===== src/rtl/bram_stream_reader.sv =====
// bram_stream_reader: reads a captured BRAM buffer (addresses 0..DEPTH-1) and
// streams it as 64-bit AXI-Stream beats, then pulses dma_termination_o.
`timescale 1ns/1ps
module bram_stream_reader #(
  parameter int unsigned DEPTH = 16384,
  parameter int unsigned AW    = $clog2(DEPTH)
) (
  input  logic          axi_clk,
  input  logic          rst_i,
  input  logic          dma_enable_i,
  output logic [AW-1:0] bram_raddr_o,
  input  logic [63:0]   bram_rdata_i,
  output logic [63:0]   m_axis_tdata,
  output logic          m_axis_tvalid,
  input  logic          m_axis_tready,
  output logic          m_axis_tlast,
  output logic          dma_termination_o,
  output logic          busy_o
);

  localparam int unsigned DW = 64;
  localparam logic [AW-1:0] LAST_ADDR = AW'(DEPTH - 1);

  typedef enum logic [1:0] {
    ST_IDLE,
    ST_STREAM,
    ST_DRAIN,
    ST_TERMINATE
  } state_e;

  state_e            state_q, state_d;
  logic [AW-1:0]     cnt_q, cnt_d;
  logic              enable_q;
  logic              inflight_q;
  logic              inflight_last_q;
  logic [1:0][DW-1:0] buf_data_q;
  logic [1:0]        buf_last_q;
  logic              rd_ptr_q;
  logic              wr_ptr_q;
  logic [1:0]        count_q, count_d;
  logic [2:0]        occupancy_w;
  logic              start_w;
  logic              push_w;
  logic              pop_w;
  logic              issue_w;

  // Output decode straight from registered state and buffer head
  assign m_axis_tvalid     = (count_q != 2'd0);
  assign m_axis_tdata      = buf_data_q[rd_ptr_q];
  assign m_axis_tlast      = m_axis_tvalid & buf_last_q[rd_ptr_q];
  assign bram_raddr_o      = cnt_q;
  assign dma_termination_o = (state_q == ST_TERMINATE);
  assign busy_o            = (state_q != ST_IDLE);

  // Start edge, buffer handshakes and read-issue decision
  always_comb begin
    start_w     = dma_enable_i & ~enable_q;
    pop_w       = m_axis_tvalid & m_axis_tready;
    push_w      = inflight_q;
    occupancy_w = 3'(count_q) + 3'(inflight_q);
    // A beat leaving this cycle frees a slot, which keeps one beat per cycle
    issue_w     = (state_q == ST_STREAM) &&
                  ((occupancy_w < 3'd2) || pop_w);
  end

  // Next-state and read counter
  always_comb begin
    state_d = state_q;
    cnt_d   = cnt_q;
    unique case (state_q)
      ST_IDLE: begin
        if (start_w) begin
          state_d = ST_STREAM;
          cnt_d   = '0;
        end
      end
      ST_STREAM: begin
        if (issue_w) begin
          if (cnt_q == LAST_ADDR) begin
            state_d = ST_DRAIN;
          end else begin
            cnt_d = cnt_q + AW'(1);
          end
        end
      end
      ST_DRAIN: begin
        if (pop_w && m_axis_tlast) begin
          state_d = ST_TERMINATE;
        end
      end
      ST_TERMINATE: begin
        state_d = ST_IDLE;
        cnt_d   = '0;
      end
      default: begin
        state_d = ST_IDLE;
        cnt_d   = '0;
      end
    endcase
  end

  // Buffer occupancy update
  always_comb begin
    count_d = count_q;
    unique case ({push_w, pop_w})
      2'b10:   count_d = count_q + 2'd1;
      2'b01:   count_d = count_q - 2'd1;
      default: count_d = count_q;
    endcase
  end

  // Control state, read counter and enable history
  always_ff @(posedge axi_clk or posedge rst_i) begin
    if (rst_i) begin
      state_q  <= ST_IDLE;
      cnt_q    <= '0;
      enable_q <= 1'b0;
    end else begin
      state_q  <= state_d;
      cnt_q    <= cnt_d;
      enable_q <= dma_enable_i;
    end
  end

  // Track the read whose data returns next cycle
  always_ff @(posedge axi_clk or posedge rst_i) begin
    if (rst_i) begin
      inflight_q      <= 1'b0;
      inflight_last_q <= 1'b0;
    end else begin
      inflight_q      <= issue_w;
      inflight_last_q <= issue_w && (cnt_q == LAST_ADDR);
    end
  end

  // Two-entry output buffer absorbing read latency and backpressure
  always_ff @(posedge axi_clk or posedge rst_i) begin
    if (rst_i) begin
      buf_data_q <= '0;
      buf_last_q <= '0;
      rd_ptr_q   <= 1'b0;
      wr_ptr_q   <= 1'b0;
      count_q    <= 2'd0;
    end else begin
      if (push_w) begin
        buf_data_q[wr_ptr_q] <= bram_rdata_i;
        buf_last_q[wr_ptr_q] <= inflight_last_q;
        wr_ptr_q             <= ~wr_ptr_q;
      end
      if (pop_w) begin
        rd_ptr_q <= ~rd_ptr_q;
      end
      count_q <= count_d;
    end
  end

endmodule


===== config.mk =====
export PLATFORM = sky130hd
export DESIGN_NAME = bram_stream_reader
export DESIGN_NICKNAME = d
export VERILOG_FILES = /design/src/rtl/bram_stream_reader.sv
export SDC_FILE = /design/constraint.sdc
export NUM_CORES = 1
export LEC_CHECK = 0
export ABC_AREA = 1
export BUFFER_PORTS_ARGS = -buffer_cell sky130_fd_sc_hd__buf_4
export CAP_MARGIN = 20
export CORE_UTILIZATION = 55
export DETAILED_ROUTE_END_ITERATION = 6
export HOLD_SLACK_MARGIN = 0.12
export PLACE_DENSITY = 0.8
export SYNTH_ARGS = -nofsm -noshare
export SYNTH_HDL_FRONTEND = slang
export SYNTH_SLANG_ARGS = --single-unit

===== constraint.sdc =====
create_clock -name axi_clk -period 4.7 [get_ports axi_clk]
set_input_delay 0.235 -clock axi_clk [delete_from_list [all_inputs] [get_ports axi_clk]]
set_output_delay 0.235 -clock axi_clk [all_outputs]
set_load 0.01 [all_outputs]

==> results of run 1 <==
[how the worst max path moves through the flow]
| stage | start | depth (start not counted) | end | slack (ns) |
|---|---|---|---|---|
| floorplan | rst_i | 1 | bram_raddr_o[0] | 0.34 |
| global placement | rd_ptr_q | 4 | m_axis_tlast | 2.74 |
| detailed placement | inflight_q | 5 | buf_data_q[17] | 2.69 |
| CTS | rd_ptr_q | 4 | m_axis_tlast | 2.27 |
| global route | inflight_q | 5 | buf_data_q[27] | 2.42 |
| finish | rd_ptr_q | 4 | m_axis_tlast | 2.57 |
[state kept, by name, indices dropped and copies added (netlist names)]
| register | flops |
|---|---|
| buf_data_q | 128 |
| bram_raddr_o | 14 |
| buf_last_q | 2 |
| count_q | 2 |
| state_q | 2 |
| enable_q | 1 |
| inflight_last_q | 1 |
| inflight_q | 1 |
| rd_ptr_q | 1 |
| wr_ptr_q | 1 |
[power by group through the flow]
stage | combinational, µW | sequential [µW] | clock [µW]
2_1_floorplan | 1720 | 2180 | 0
3_3_place_gp | 2620 | 2230 | 0
3_5_place_dp | 2690 | 2240 | 0
4_1_cts | 2750 | 2230 | 1390
5_1_grt | 3140 | 2320 | 1460
6_report | 2790 | 2240 | 1380
[cells in the final DEF (no fill, tap or decap), types with 3 or more instances in the layout]
master / count
clkinv_2: 3
nand2_1: 378
clkinvlp_4: 4
nand3_1: 16
dfrtp_1: 152
a21oi_1: 7
nor2_1: 19
clkbuf_16: 17
o21ai_2: 6
bufinv_16: 3
inv_1: 84
o21ai_1: 72
o21ai_0: 71
ha_1: 8
nand4_1: 4
dlygate4sd3_1: 63
inv_2: 6
buf_4: 152
[metrics by stage]
stage,total power [µW],util [%],instance area [µm²],setup WS [ns],instances
2_1_floorplan,3900,-,7010,0.344,888
3_3_place_gp,4850,66.9,8170,2.74,1162
3_5_place_dp,4930,66.9,8170,2.69,1162
4_1_cts,6370,77.0,9400,2.27,1257
5_1_grt,6920,77.6,9480,2.42,1260
6_report,6420,77.6,9480,2.57,1260
[timing repair]
| action | CTS | global route |
|---|---|---|
| hold buffers | 63 | 0 |
| setup endpoints to repair | 0 | 0 |
| resized for setup | 0 | 0 |
| buffers inserted | 0 | 0 |
| hold endpoints to repair | 148 | 0 |
[cell usage after synthesis]
| master | number |
|---|---|
| a21o_1 | 1 |
| a21oi_1 | 7 |
| and3_1 | 1 |
| buf_1 | 8 |
| buf_2 | 11 |
| buf_4 | 1 |
| buf_6 | 1 |
| buf_8 | 1 |
| clkbuf_1 | 24 |
| clkinv_1 | 1 |
| dfrtp_1 | 153 |
| ha_1 | 8 |
| inv_1 | 86 |
| inv_2 | 5 |
| nand2_1 | 379 |
| nand2_2 | 2 |
| nand3_1 | 16 |
| nand3_2 | 2 |
| nand3_4 | 1 |
| nand4_1 | 4 |
| nor2_1 | 19 |
| nor2_2 | 1 |
| nor2_4 | 1 |
| o21ai_0 | 71 |
| o21ai_1 | 72 |
| o21ai_2 | 6 |
| o21bai_1 | 1 |
| or2_1 | 1 |
| or2_2 | 1 |
| xnor2_1 | 1 |
| xor2_1 | 2 |
[routing by layer]
metal	track usage (%)	vias to the layer above	share of wire, %
met1	36.2	2922	45
met4	11.2	0	2.1
met3	4.96	30	4.8
met5	0	-	0
met2	43.3	179	48
li1	-	3132	-
[worst min-delay path, stage by stage]
cell and delay, ns:
buf_4 0.08, inv_1 0.05, o21ai_0 0.15
[area by class of cell]
cell class              instances  area (µm²)  share of cell area [%]
clock buffers                  18         429                    4.53
clock inverters                14         173                    1.82
inverters                      92         350                    3.70
multi-input cells             597        2640                    27.9
flip-flops and latches        153        3830                    40.4
well taps                     168         210                    2.22
repair buffers                218        1850                    19.5
[kinds of logic (layout without fill, tap and decap cells)]
logic type               count (synthesis)  in the layout
AND/OR/NAND/NOR                        428            428
flip-flops                             153            153
XOR/XNOR                                 3              3
buffers and inverters                  138            342
AO/OA/AOI/OAI                          158            158
adder cells (fa/ha/maj)                  8              8
==> flow_metrics.env, run 1 <==
export IMPL_synth_area_leaders="dfrtp_1 55%, nand2_1 20%, o21ai_1 5.1%"
export IMPL_grt_pass1_wl_um=27800
export IMPL_reg2reg_to="buf_data_q[27]"
export IMPL_power_leakage_uw=0.00508
export IMPL_r2r_start="inflight_q"
export IMPL_synthSimpleGateAreaFrac_pct=24.0
export IMPL_worst_pin_slew_ns=0.781
export IMPL_drt_initial_drc_count=479
export IMPL_pwr_share_seq_pct=35.0
export IMPL_yosys_area_top_type_share_pct=54.6
export IMPL_row_count=40
export IMPL_synth_cell_types=31
export IMPL_synthAdderAreaFrac_pct=1.43
export IMPL_start_kind="flop"
export IMPL_routed_wl_um=16800
export IMPL_yosysTopAreaCell="dfrtp_1"
export IMPL_antenna_left=0
export IMPL_power_density_nw_per_um2=677
export IMPL_yosysWarnings=0
export IMPL_hold_end="buf_data_q[109]"
export IMPL_fp_dieH_um=115
export IMPL_rsz0062_at_grt="false"
export IMPL_routed_via_density=4.97
export IMPL_io_buffers=149
export IMPL_worst_hold_slack_ns=0.139
export IMPL_combPwrFrac_pct=43.5
export IMPL_antenna_found_initial=0
export IMPL_cts_sinks=153
export IMPL_firstDrtPassIters=5
export IMPL_drc=0
export IMPL_ff2ff_setup_slack_ns=2.61
export IMPL_path_max_fanout=66
export IMPL_grt_pass1_vias=5956
export IMPL_dieWidth_um=115
export IMPL_syn_nets=964
export IMPL_p_sw_share_pct=38.7
export IMPL_finClkSkew_ns=0.00882
export IMPL_required_ns=4.47
export IMPL_place_congestion=0.797
export IMPL_grt_overflow=0
export IMPL_clock_path_buffers=2
export IMPL_cts_made_buffers=17
export IMPL_diodes=0
export IMPL_worstHoldStart="bram_rdata_i[45]"
export IMPL_fmax_ghz=0.469
export IMPL_critPathSlowestCell="buf_4"
export IMPL_grt_max_degree=131
export IMPL_dr_total_vias=6263
export IMPL_slew_viol_final=0
export IMPL_path_buf_inv=2
export IMPL_crit_path_cell_trace="buf_4 > nand2_1 > and3_1 > buf_4"
export IMPL_grt_total_usage_pct=26.9
export IMPL_synth_compound_area_share_pct=11.7
export IMPL_syn_area_um2=7010
export IMPL_status="completed"
export IMPL_min_path_type="in -> reg"
export IMPL_synthMuxAreaShare_pct=0
export IMPL_end_kind="output pin"
export IMPL_htree_num_levels=4
export IMPL_avgSynthCellArea_um2=7.90
export IMPL_critical_path_class="reg -> out"
export IMPL_whs_path_depth=3
export IMPL_max_cap_violations=0
export IMPL_cts_tree="built"
export IMPL_clk_pin_slew_ns=0.06
export IMPL_dp_hpwl_um=9430
export IMPL_p_sw_uw=2480
export IMPL_clk_latency_ns=0.41
export IMPL_pwr_share_clk_pct=21.5
export IMPL_synth_seq_cells=153
export IMPL_yosysSeqAreaShare_pct=54.6
export IMPL_cts_root_buf="clkbuf_16"
export IMPL_drive_gt1_share_pct=19.2
export IMPL_critPathMostFrequentCell="buf_4"
export IMPL_syn_to_final_growth_pct=35.2
export IMPL_period_minus_slack_ns=2.13
export IMPL_io_pins=150
export IMPL_die_area_um2=13200
export IMPL_setup_viol=0
export IMPL_nets=1155
export IMPL_ir_worst_vdd_v=0.000417
export IMPL_initial_core_util_pct=57.4
export IMPL_worstRegToRegCells=5
export IMPL_critPathArrivalTime_ns=1.90
export IMPL_synth_cells=888
export IMPL_setup_tns_ns=0
export IMPL_fin_crit_sh_pct=45.4
export IMPL_synth_xor_area_share_pct=0.375
export IMPL_finalHoldViolCount=0
export IMPL_nFillCells=888
export IMPL_coreArea_um2=12200
export IMPL_path_delay_family="buffers and inverters"
export IMPL_routedWlPerCell_um=13.4
export IMPL_slowest_delay_ns=0.62
export IMPL_slew_headroom_pct=47.9
export IMPL_internal_power_uw=3930
export IMPL_synth_top_family_by_area="simple AND/OR/NAND/NOR gates"
No activity file was read; power rests on OpenSTA's default activity.
==> run 2: changes to the inputs <==
- clock period: 4.7 -> 2.1 ns (I/O delays scaled with it)
==> flow_metrics.env, run 2 (synthesis results as in run 1) <==
export IMPL_status="completed"
export IMPL_required_ns=2.00
export IMPL_drive_gt1_share_pct=19.3
export IMPL_place_ws_ns=0.382
export IMPL_ir_worst_vdd_v=0.000846
export IMPL_internal_power_uw=8920
export IMPL_setup_viol=0
export IMPL_min_path_type="in -> reg"
export IMPL_slew_viol_final=0
export IMPL_coreArea_um2=12200
export IMPL_cts_made_buffers=17
export IMPL_max_cap_violations=0
export IMPL_clock_path_buffers=2
export IMPL_dieWidth_um=115
export IMPL_nFillCells=859
export IMPL_cts_sinks=153
export IMPL_ff2ff_setup_slack_ns=0.33
export IMPL_final_common_cell="nand2_1"
export IMPL_dp_cells=1172
export IMPL_p_sw_uw=5470
export IMPL_nets=1166
export IMPL_multi_input_comb_area_um2=2640
export IMPL_reg2reg_to="bram_raddr_o[11]"
export IMPL_die_area_um2=13200
export IMPL_pwr_share_clk_pct=21.1
export IMPL_largest_reg_flops=128
export IMPL_clk_latency_ns=0.42
export IMPL_r2r_start="state_q[1]"
export IMPL_fmax_ghz=0.540
export IMPL_fin_ws_ns=0.247
export IMPL_start_kind="flop"
export IMPL_antenna_found_initial=0
export IMPL_io_pins=150
export IMPL_pwr_share_seq_pct=34.8
export IMPL_final_core_util_pct=78.3
export IMPL_grt_pass1_wl_um=27300
export IMPL_power_density_nw_per_um2=1510
export IMPL_grt_total_usage_pct=26.6
export IMPL_worstRegToRegCells=8
export IMPL_firstDrtPassIters=6
export IMPL_dp_hpwl_um=9960
export IMPL_routed_via_density=4.99
export IMPL_critPathArrivalTime_ns=1.75
export IMPL_fin_crit_sh_pct=88.3
export IMPL_place_congestion=0.774
export IMPL_final_area_um2=9560
export IMPL_critical_path_class="reg -> out"
export IMPL_drt_initial_drc_count=431
export IMPL_finalHoldViolCount=0
export IMPL_period_minus_slack_ns=1.85
export IMPL_seqCellArea_um2=3830
export IMPL_row_count=40
export IMPL_layout_common_cells="378 x nand2_1, 158 x buf_4, 152 x dfrtp_1"
export IMPL_io_buffers=149
export IMPL_rsz0062_at_grt="false"
export IMPL_slew_headroom_pct=49.8
export IMPL_grt_max_degree=75
export IMPL_postPlaceCellArea_um2=8300
export IMPL_cts_root_buf="clkbuf_16"
export IMPL_power_leakage_uw=0.00513
export IMPL_fp_dieH_um=115
export IMPL_worst_pin_slew_ns=0.752
export IMPL_dr_total_vias=6341
export IMPL_setup_tns_ns=0
export IMPL_path_max_fanout=43
export IMPL_routedWlPerCell_um=13.1
export IMPL_regMostFlops="buf_data_q"
export IMPL_layout_cells_non_filler=1271
export IMPL_end_kind="output pin"
export IMPL_drc=0
export IMPL_finClkSkew_ns=0.00561
export IMPL_p_sw_share_pct=38.0
export IMPL_initial_core_util_pct=57.4
export IMPL_grt_pass1_vias=6006
export IMPL_clk_pin_slew_ns=0.06
export IMPL_cp_endpoint="m_axis_tdata[6]"
export IMPL_combPwrFrac_pct=44.1
export IMPL_grt_overflow=0
export IMPL_cp_startpoint="rd_ptr_q"
export IMPL_cts_tree="built"
export IMPL_antenna_left=0
export IMPL_syn_to_final_growth_pct=36.3
export IMPL_postCtsSetupBuffers=0
export IMPL_htree_num_levels=4
export IMPL_diodes=0
export IMPL_routed_wl_um=16600
[run 2: repair_timing]
| item | 4_1_cts | 5_1_grt |
|---|---|---|
| hold buffers | 67 | 0 |
| resized for setup | 0 | 0 |
| hold endpoints to repair | 285 | 0 |
[run 2: layer usage]
metal	vias up	routed length, µm	global-route usage, %
li1	3155	-	-
met1	2948	7180	33.8
met2	204	8110	44.2
met3	34	877	5.48
met4	0	457	11.6
met5	-	0	0
[run 2: worst min-delay path by stage]
stage	startpoint	to	depth (start not counted)
2_1_floorplan	dma_enable_i	enable_q	0
3_3_place_gp	dma_enable_i	enable_q	1
3_5_place_dp	dma_enable_i	enable_q	1
4_1_cts	dma_enable_i	enable_q	2
5_1_grt	dma_enable_i	enable_q	2
6_report	dma_enable_i	enable_q	2
[run 2: through the flow]
| step | total power [µW] | hold WS, ns |
|---|---|---|
| finish | 14400 | 0.356 |
| global route | 15500 | 0.355 |
| CTS | 14400 | 0.343 |
| detailed placement | 11200 | 0.232 |
| global placement | 11000 | 0.230 |
| floorplan | 8720 | 0.136 |
[run 2: power by group through the flow]
stage	logic [µW]	registers, µW	clock network [µW]
6_report	6340	5010	3040
5_1_grt	7090	5190	3220
4_1_cts	6330	5000	3080
3_5_place_dp	6180	5040	0
3_3_place_gp	6050	4980	0
2_1_floorplan	3850	4870	0
[run 2: final cells by class]
type | count | area share, %
clock buffer | 24 | 4.94
clock inverter | 8 | 1.24
inverter | 92 | 3.65
multi-input combinational | 597 | 27.6
sequential | 153 | 40.1
tap | 168 | 2.20
timing repair buffer | 229 | 20.3
[run 2: critical path: stages, from the launching register on]
cell and delay [ns]:
dfrtp_2 0.46, inv_2 0.09, buf_4 0.42, nand2_1 0.09
nand2_1 0.12, buf_4 0.13
